<file path="config.mk">
export PLATFORM = sky130hd
export DESIGN_NAME = bibp_hakem
export DESIGN_NICKNAME = d
export VERILOG_FILES = /design/src/rtl/bibp_hakem.sv
export SDC_FILE = /design/constraint.sdc
export NUM_CORES = 1
export LEC_CHECK = 0
export CAP_MARGIN = 25
export CORE_MARGIN = 1.5
export CORE_UTILIZATION = 35
export CTS_CLUSTER_SIZE = 10
export DETAILED_ROUTE_END_ITERATION = 8
export PLACE_DENSITY_LB_ADDON = 0.2
export SYNTH_ARGS = -nofsm -noshare
export SYNTH_HDL_FRONTEND = slang
export SYNTH_SLANG_ARGS = --single-unit
</file>
<file path="constraint.sdc">
create_clock -name clk -period 1.5 [get_ports clk]
set_input_delay 0.3 -clock clk [delete_from_list [all_inputs] [get_ports clk]]
set_output_delay 0.3 -clock clk [all_outputs]
set_load 0.05 [all_outputs]
</file>
<file path="src/rtl/bibp_hakem.sv">
// bibp_hakem: round-robin arbiter/sequencer sharing one combinational bibp ALU among requesters
module bibp_hakem #(
  parameter int UZUNLUK = 8,
  parameter int ISTEKCI = 4,
  localparam int KW = $clog2(ISTEKCI),
  localparam int BW = UZUNLUK + 3,
  localparam int SW = UZUNLUK / 2 + 1
) (
  input  logic                  clk,
  input  logic                  rst_n,
  input  logic [ISTEKCI-1:0]    istek_gecerli,
  input  logic [ISTEKCI*BW-1:0] istek_buyruk,
  output logic [ISTEKCI-1:0]    istek_hazir,
  output logic [BW-1:0]         alu_buyruk,
  input  logic [SW-1:0]         alu_sonuc,
  output logic                  yanit_gecerli,
  output logic [SW-1:0]         yanit_sonuc,
  output logic [KW-1:0]         yanit_kimlik,
  input  logic                  yanit_hazir,
  output logic [7:0]            tamam_sayisi
);
  typedef enum logic [1:0] {BOS, ISLE, YANIT} durum_t;
  durum_t st, st_n;
  logic [KW-1:0] oncelik, kimlik, g, c;
  logic bulundu, kabul;
  // scan from lowest priority upward so the last hit is the highest-priority requester
  always_comb begin
    g = '0;
    c = '0;
    bulundu = 1'b0;
    for (int k = ISTEKCI - 1; k >= 0; k--) begin
      c = KW'((int'(oncelik) + k) % ISTEKCI);
      if (istek_gecerli[c]) begin
        g = c;
        bulundu = 1'b1;
      end
    end
  end
  assign kabul = (st == BOS) && bulundu;
  always_comb begin
    st_n = st;
    st_n = (st == BOS) ? (bulundu ? ISLE : BOS) :
           (st == ISLE) ? YANIT : (yanit_hazir ? BOS : YANIT);
  end
  assign istek_hazir   = kabul ? ({{(ISTEKCI-1){1'b0}}, 1'b1} << g) : '0;
  assign yanit_gecerli = (st == YANIT);
  assign yanit_kimlik  = kimlik;
  always_ff @(posedge clk or negedge rst_n) begin
    if (!rst_n) begin
      st           <= BOS;
      oncelik      <= '0;
      alu_buyruk   <= '0;
      yanit_sonuc  <= '0;
      kimlik       <= '0;
      tamam_sayisi <= '0;
    end else begin
      st <= st_n;
      if (kabul) begin
        alu_buyruk <= istek_buyruk[g*BW +: BW];
        kimlik     <= g;
        oncelik    <= (g == KW'(ISTEKCI - 1)) ? '0 : g + 1'b1;
      end
      if (st == ISLE) yanit_sonuc <= alu_sonuc;
      if (st == YANIT && yanit_hazir) tamam_sayisi <= tamam_sayisi + 8'd1;
    end
  end
endmodule

</file>
==> results.yml, run 1 <==
yosys:
  syn_area_um2: 1640
  ys_seq_area_share_pct: 45.77
  synth_top_area_cell: "dfrtp_1"
  synth_top_family_by_area: "compound AO/OA/AOI/OAI gates"
  synth_enable_flop_cells: 0
  synth-compound-area-share_pct: 17.54
  ys_types: 30
  netlist_instances: 163
  synth-simple-area-share_pct: 16.09
  synth_common_cells: "dfrtp_1, nand2_1, o21ai_0"
  synth_area_per_cell_um2: 10.06
  ys.flop_type: "dfrtp_1"
  synthAdderAreaFrac_pct: 0.7628
  ys_seq_elements: 30
  synth_xor_xnor_area_share_pct: 4.272
  ys_warn_count: 0
  synth_top_area_share_pct: 45.77
  synth_nets: 220
  async_reset_ff_share_pct: 100.0
  yosysMostFrequentCell: "dfrtp_1"
  synthMuxAreaShare_pct: 11.44
  ys_top_cells_by_area: "dfrtp_1, mux2i_1, a21boi_0, o211ai_1, and3_1"
sta:
  hold_violations: 0
  min_period_ns: 1.935
  setup_slack_ns: -0.4353
  finalCritPeriodShare_pct: 129.0
  rsz0062_at_grt: "yes"
  clock.fmax_mhz: 516.7
  slew_viol_final: 0
  skew_ns: 0.005424
  tns_ns: -4.355
  worst-slew-pin-transition_ns: 0.3236
  setup_viol: 16
  relSlewSlack_pct: 78.35
die:
  pin_count: 87
  fp.dieW_um: 71.46
  rows: 24
  start_util_pct: 36.91
  die_area_um2: 5107
  die_h_um: 71.46
  placeableCoreArea_um2: 4444
routing:
  viasPerCell: 5.043
  wire_per_inst_um: 14.26
  wirelength_um: 4635
  dr_total_vias: 1639
  drt_iter0_markers: 69
  drc_errors: 1
  first_pass_iters: 9
  ant_nets: 0
pwr:
  finalPower_mw: 6.938
  powerDensity_nw_per_um2: 2143
  ir_drop_uv: 908.9
  p_leak_nw: 1.434
global_routing:
  grtUsageTotal_pct: 18.65
  grt_max_degree: 31
  grt_overflow: 0
  antenna_found_initial: 0
  grt_pass1_vias: 1642
  grt_pass1_wl_um: 7500
clocking:
  clk_pin_slew_worst_paths_ns: 0.06
  cts_buffer_depth: 2
  htreeDepth: 2
  cts.sinks: 30
  cts_tree: "done"
  ctsHoldBuffers: 0
  clk_latency_ns: 0.27
  cts-root-buf: "clkbuf_8"
  numCtsBuffers: 5
final_layout:
  multi_input_area_um2: 925.9
  drive_above_1_share_pct: 32.97
  area_growth_pct: 97.41
  final_nets: 331
  fin_area_um2: 3238
  final_cell_count_no_fill: 325
  n_fill_cell: 318
  antenna_cells: 0
  seq_area_um2: 750.7
worst_hold_path:
  hp-class: "in -> async"
placement:
  placed_area_um2: 3062
  place.gp.congestion: 0.8453
  numPortBuffers: 86
  dp_hpwl_um: 3630
  dp.cells: 316
status:
  status: "finished, violations left"
  failed_checks: "design-rule violations, negative setup slack"
setup_path:
  crit_arrival_ns: 1.64
  path_class: "reg -> out"
  cp_max_fo: 4
  critical_path_required_ns: 1.20
  worst_setup_path_start_kind: "flip-flop"
  end_kind: "primary output"
flow_run:
  maxCapViolations: 0
-- state kept, by name (all words and copies together), names as in the netlist --
register and flops:
oncelik 2, yanit_kimlik 2, st 2, yanit_sonuc 5, tamam_sayisi 8, alu_buyruk 11
-- routing by layer --
layer	vias up	global-route usage [%]	wire, µm
met5	-	0	0
met4	0	3.774	34
met3	4	6.470	344
met2	59	34.06	2426
met1	775	21.13	1829
li1	801	-	-
-- power by group --
part / internal [mW] / total [mW] / switching (mW) / leakage [nW]
registers: 1.18 / 1.60 / 0.419 / 0.371
logic: 2.37 / 4.71 / 2.35 / 1.02
clock network: 0.353 / 0.625 / 0.272 / 0.0431
total: 3.90 / 6.94 / 3.04 / 1.43
-- kinds of logic after synthesis --
kind of cell | Yosys count
AND/OR/NAND/NOR | 51
AO/OA/AOI/OAI | 42
flip-flops | 30
multiplexers | 18
buffers and inverters | 13
XOR/XNOR | 8
adder cells (fa/ha/maj) | 1
-- timing repair --
| action | 4_1_cts | 5_1_grt |
|---|---|---|
| endpoints found under the hold margin | 0 | 0 |
| resized for setup | 18 | 8 |
| setup buffers | 3 | 2 |
| endpoints found under the setup margin | 19 | 18 |
| pin swaps | 1 | 5 |
-- layout by cell type (no fill, tap or decap), types with 2 or more instances in the layout --
cell              n
buf_12           31
clkbuf_8          6
buf_6             5
buf_4            22
xnor2_1           5
mux2i_1          12
xor2_1            2
dfrtp_1          30
dlygate4sd2_1     4
o21ai_0          10
nand3_1           2
mux2_2            6
nand2_1          17
o211ai_1         11
and3_1           12
o21ai_2           2
nor2b_2           2
nand4_1           2
a21boi_0         11
nand2b_1          3
clkdlybuf4s50_1  51
nor2_1            2
nor2_4            2
inv_1             2
a21boi_1          2
-- final timing paths --
| kind | from | end | slack, ns | cells after the start |
|---|---|---|---|---|
| max | oncelik[1] | istek_hazir[3] | -0.44 | 6 |
| min | rst_n | alu_buyruk[8] | 0.40 | 2 |
| max reg2reg | oncelik[1] | alu_buyruk[0] | -0.26 | 8 |
| min reg2reg | tamam_sayisi[5] | tamam_sayisi[5] | 0.55 | 1 |
| max in group asynchronous | rst_n | yanit_sonuc[4] | 0.94 | 2 |
| min in group clk | tamam_sayisi[5] | tamam_sayisi[5] | 0.55 | 1 |
-- area by class of cell --
cell class                 count  share of cell area, %
timing repair buffer         114                  43.32
inverter                       3                 0.3478
tap                           52                  2.009
multi-input combinational    120                  28.59
clock buffer                   6                  2.550
sequential                    30                  23.18
-- metrics by stage --
stage	util [%]	hold WS [ns]	setup slack [ns]
after floorplan	-	0.004409	-0.4748
after global placement	68.89	0.5187	-0.6033
after detailed placement	68.89	0.5380	-0.6529
after CTS	71.99	0.4039	-0.4391
after global routing	72.86	0.4057	-0.5148
final	72.86	0.3987	-0.4353
-- worst max-delay path, cell delays in order, from the launching register on --
cell and delay, ns:
dfrtp_1 0.41, mux2i_1 0.21, o22a_2 0.16, and2_4 0.20, nand2_8 0.07, nor3_4 0.15
buf_12 0.16
Note: power is estimated with default switching activity, not from simulation.
==> run 2: changes to the inputs <==
ABC_AREA = 1   (was not set)
ABC_CLOCK_PERIOD_IN_PS = 1500   (was not set)
CORE_UTILIZATION = 55   (was 35)
DONT_BUFFER_PORTS = 1   (was not set)
==> results.yml, run 2 <==
status:
  status: "finished, violations left"
  failed_checks: "negative setup slack"
global_routing:
  antenna_found_initial: 0
  grt_pass1_wl_um: 8307
  grt_pass1_vias: 1917
  grtUsageTotal_pct: 26.22
  grt_overflow: 0
  grt_max_degree: 31
yosys:
  synth_nets: 350
  synth_xor_xnor_area_share_pct: 3.515
  synth_area_per_cell_um2: 6.803
  synth-compound-area-share_pct: 2.574
  ys_seq_area_share_pct: 37.66
  async_reset_ff_share_pct: 100.0
  synthAdderAreaFrac_pct: 0.6277
  synth_common_cells: "nand2_1, inv_1, nand3_1"
  ys.flop_type: "dfrtp_1"
  synth-simple-area-share_pct: 37.16
  synth_top_family_by_area: "simple AND/OR/NAND/NOR gates"
  yosysMostFrequentCell: "nand2_1"
  syn_area_um2: 1993
  ys_types: 24
  netlist_instances: 293
  ys_seq_elements: 30
  synth_top_area_share_pct: 37.66
  synthMuxAreaShare_pct: 3.390
  ys_warn_count: 0
  synth_top_area_cell: "dfrtp_1"
  ys_top_cells_by_area: "dfrtp_1, nand2_1, nand3_1, inv_1, mux2_2"
  synth_enable_flop_cells: 0
clocking:
  cts.sinks: 30
  cts_tree: "done"
  clk_pin_slew_worst_paths_ns: 0.09
  htreeDepth: 2
  clk_latency_ns: 0.32
  cts_buffer_depth: 2
  cts-root-buf: "clkbuf_4"
  numCtsBuffers: 5
sta:
  hold_violations: 0
  rsz0062_at_grt: "yes"
  slew_viol_final: 0
  skew_ns: 0.008346
  hold_slack_ns: 0.08360
  min_period_ns: 2.302
  setup_slack_ns: -0.8022
  worst-slew-pin-transition_ns: 0.5242
  relSlewSlack_pct: 65.06
  setup_viol: 20
  clock.fmax_mhz: 434.4
  finalCritPeriodShare_pct: 153.5
die:
  placeableCoreArea_um2: 3416
  pin_count: 87
  start_util_pct: 58.35
  rows: 21
  fp.dieW_um: 63.20
  die_area_um2: 3994
  die_h_um: 63.20
worst_hold_path:
  hp-class: "in -> reg"
final_layout:
  top_regs: "alu_buyruk: 11 flops, tamam_sayisi: 8 flops, yanit_sonuc: 5 flops"
  final_common_cell: "nand2_1"
  largest_register: "alu_buyruk"
  largest_reg_flops: 11
  final_cell_mix: "nand2_1, inv_1, nand3_1, buf_4, dfrtp_1"
  drive_above_1_share_pct: 31.18
  final_cell_count_no_fill: 386
  final_util_pct: 78.28
  area_growth_pct: 34.15
  antenna_cells: 0
  final_nets: 396
routing:
  wire_per_inst_um: 13.47
  viasPerCell: 5.075
  first_pass_iters: 4
  dr_total_vias: 1959
  wirelength_um: 5201
  drt_iter0_markers: 84
  ant_nets: 0
  drc_errors: 0
flow_run:
  maxCapViolations: 0
placement:
  numPortBuffers: 0
  dpl_worst_slack_ns: -0.5808
  place.gp.congestion: 0.8429
  dp.cells: 360
  dp_hpwl_um: 3568
setup_path:
  cp_max_fo: 4
  path_class: "reg -> out"
  crit_arrival_ns: 2.00
  worst_setup_path_start_kind: "flip-flop"
  critical_path_required_ns: 1.20
  slowest_stage: "dfrtp_2"
  end_kind: "primary output"
  crit_path_max_incr_delay_ns: 0.45
  cp_cell_sequence: "buf_6 > nand2_2 > o21ai_4 > nand2_2 > nand2_1 > inv_2 > nand2_2 > nand2_4 > nand2_4 > nor2_4 > inv_2 > nor2_4 > buf_12"
  path_buf_inv: 4
  crit_family: "simple AND/OR/NAND/NOR gates"
  crit_top_cell: "nand2_2"
## run 2: cell types whose count changed after synthesis, moves of 10 or more
cell | previous run | this run
a21boi_0 | 12 | 0
and3_1 | 12 | 0
inv_1 | 3 | 58
mux2i_1 | 12 | 0
nand2_1 | 17 | 100
nand3_1 | 2 | 50
o211ai_1 | 11 | 1
## run 2: worst register-to-register path, stage by stage (launching register included)
cell     delay, ns
dfrtp_2       0.45
buf_6         0.16
nand2_1       0.10
o21ai_4       0.08
nand2_1       0.08
nand2_1       0.07
nand3_2       0.07
nand2_1       0.07
nand2_1       0.09
nand2_2       0.10
buf_4         0.16
buf_4         0.16
nand3_1       0.12
nand2_1       0.07
nand2_1       0.05
nand2_1       0.05
## run 2: metal layers
metal  global-route usage (%)  part of all wire, %
met5                        0                    0
met3                    6.964                  6.7
met4                    6.250                  1.5
met1                    30.32                   41
met2                    48.14                   50
## run 2: area by class of cell
class / count / area [µm²]
Timing Repair inverter: 1 / 7.507
Inverter: 60 / 239.0
Tap cell: 46 / 57.56
Timing Repair Buffer: 49 / 445.4
Multi-Input combinational cell: 192 / 1111
Sequential cell: 30 / 753.2
Clock inverter: 1 / 5.005
Fill cell: 240 / 742.0
Clock buffer: 7 / 55.05
## run 2: cell families after synthesis
| group | count (synthesis) |
|---|---|
| XOR/XNOR | 8 |
| multiplexers | 6 |
| flip-flops | 30 |
| AO/OA/AOI/OAI | 9 |
| AND/OR/NAND/NOR | 168 |
| adder cells (fa/ha/maj) | 1 |
| buffers and inverters | 71 |
## run 2: path summary, 6_finish.rpt
check	start	endpoint	slack, ns	cells after the start
max	oncelik[0]	istek_hazir[0]	-0.80	13
min	yanit_hazir	st[1]	0.08	1
min reg2reg	tamam_sayisi[3]	tamam_sayisi[3]	0.52	1
max reg2reg	oncelik[0]	alu_buyruk[4]	-0.48	15
min in group asynchronous	rst_n	tamam_sayisi[3]	0.41	2
max in group asynchronous	rst_n	oncelik[0]	0.91	2
## run 2: timing repair
| item | 4_1_cts | 5_1_grt |
|---|---|---|
| resized for setup | 27 | 23 |
| setup buffers | 9 | 6 |
| hold endpoints to repair | 30 | 0 |
| hold buffers | 2 | 0 |
| pin swaps | 15 | 8 |
| setup endpoints to repair | 20 | 22 |
| cloned | 1 | 0 |
## run 2: metrics by stage
step | cell area [µm²] | TNS [ns]
global placement | 2280 | -9.789
floorplan | 2038 | -4.437
finish | 2674 | -9.647
global route | 2674 | -11.78
detailed placement | 2280 | -9.932
CTS | 2536 | -8.688
Power of run 2 is not shown: default switching activity piles up to over one toggle a cycle in this logic, so the estimate is an artifact.
==> RTL edit (config.mk and constraints of run 2) <==
The 3 values of `durum_t` get a one-hot encoding in 3 bits.
--- a/src/rtl/bibp_hakem.sv
+++ b/src/rtl/bibp_hakem.sv
@@ -21,3 +21,3 @@
 );
-  typedef enum logic [1:0] {BOS, ISLE, YANIT} durum_t;
+  typedef enum logic [2:0] {BOS = 3'b001, ISLE = 3'b010, YANIT = 3'b100} durum_t;
   durum_t st, st_n;
Check against the original RTL: same outputs for any inputs over 10 cycles, from zero or initial values and one cycle with rst_n low; not proved beyond that.
==> RTL edit against run 2 <==
Cell area rose by 3.5%. Wire length fell by 1.2%. Final cell count rose by 1.3%. Sequential cell count rose by 1. Setup slack improved by 0.050 ns. The flow still finishes with violations (negative setup slack). Clock skew fell by 0.0045 ns. Count of clock-buffer cells in the layout did not move. Register-to-register slack improved by 0.08 ns. Synthesized area rose by 4.7%.
Power is not shown: default switching activity piles up to over one toggle a cycle in this logic, so the estimate is an artifact.
==> RTL edit: results (changes against run 2) <==
| Metric | Value |
|---|---|
| Clock-pin slew on the worst setup and hold paths | `0.06 ns (-0.03 ns)` |
| M1 GR Usage | `30.8% (+0.50 points)` |
| Worst Setup Slack, final | `-0.753 ns (+0.0496 ns)` |
| Clk Latency, worst-skew pair | `0.28 ns (-0.04 ns)` |
| Routed metal-1 wirelength | `2.04 mm (-5.2%)` |
| CTS resizes | `14 (-48%)` |
| Post-Syn Instances | `297 (+1.4%)` |
| Share of layout cells above drive strength 1 | `31.5% (+0.31 points)` |
| Hold path endpoint | `st[2]$_DFF_PN0_` |
| Failing checks | `negative setup slack` |
| Hold Vio Cnt, Final | `0 (unchanged)` |
| Slew @ Worst Pin | `0.507 ns (-0.0171 ns)` |
| First-pass GRT wire length | `8.58 mm (+3.3%)` |
| Largest regs | `alu_buyruk x11, tamam_sayisi x8, yanit_sonuc x5` |
| Final Setup Violations | `22 (+10%)` |
| Worst R2R Path Depth | `13 (-2)` |
| Hold slack | `0.145 ns (+0.0610 ns)` |
| Placed Cells | `374 (+3.9%)` |
| Cell Area, Placed | `2500 um2 (+9.8%)` |
| Worst-path maximum fanout | `10 (+6)` |
| RD Place Congestion | `0.803 (-4.7%)` |
| Top-count cell post-synth | `nand2_1` |
| Routed WL | `5.14 mm (-1.2%)` |
| Root buffer cell | `clkbuf_8` |
| Hpwl dp | `3.78 mm (+5.8%)` |
| Vias | `2021 (+3.2%)` |
| GR Util All Layers | `26.7% (+0.45 points)` |
| Status | `finished with violations` |
| R2r setup slk | `-0.40 ns (+0.08 ns)` |
| Nets | `399 (+0.76%)` |
| Post-CTS Setup Repair Bufs | `3 (-6)` |
| Place WS | `-0.495 ns (+0.0856 ns)` |
| Worst reg2reg endpoint | `alu_buyruk[7]$_DFFE_PN0P_` |
| Total negative slack | `-7.76 ns (+1.89 ns)` |
| Crit-path max cell delay | `0.42 ns (-0.03 ns)` |
| Initial DRC count | `114 (+36%)` |
| Worst Skew | `0.00381 ns (-0.00453 ns)` |
| Routed length on met3 | `329 um (-5.7%)` |
| Synth area leaders | `dfrtp_1, nand3_1, nand2_1` |
| Fillcell total | `287 (+20%)` |
| Sequential-to-total area share from yosys stat | `37.2% (-0.43 points)` |
| Arrival time at the worst endpoint | `1.95 ns (-0.05 ns)` |
| Routing usage on met3 | `6.60% (-0.37 points)` |
| CP delay by family, top | `simple AND/OR/NAND/NOR gates` |
| Biggest register | `alu_buyruk` |
| Largest net degree at the start of global routing | `32 (+3.2%)` |
| Wire length per cell | `13.1 um (-2.4%)` |
| Met2 routed WL | `2.72 mm (+3.7%)` |
| Net Count, Synth | `354 (+1.1%)` |
[RTL edit: kinds of logic (layout without fill, tap and decap cells)]
| kind of cell | count (synthesis) | after routing | share of synthesized area [%] |
|---|---|---|---|
| buffers and inverters | 76 | 122 | 16.7 |
| AND/OR/NAND/NOR | 169 | 169 | 37.3 |
| AO/OA/AOI/OAI | 7 | 7 | 1.98 |
| multiplexers | 6 | 6 | 3.24 |
| adder cells (fa/ha/maj) | 1 | 1 | 0.599 |
| flip-flops | 31 | 31 | 37.2 |
| XOR/XNOR | 7 | 7 | 2.94 |
[RTL edit: area by class of cell]
cell class / instances / area [um2] / share of cell area, %
tap: 48 / 60.1 / 2.17
clock buffer: 7 / 76.3 / 2.76
timing repair buffer: 50 / 484 / 17.5
clock inverter: 1 / 5.00 / 0.181
sequential: 31 / 777 / 28.1
inverter: 64 / 246 / 8.91
multi-input combinational: 190 / 1120 / 40.4
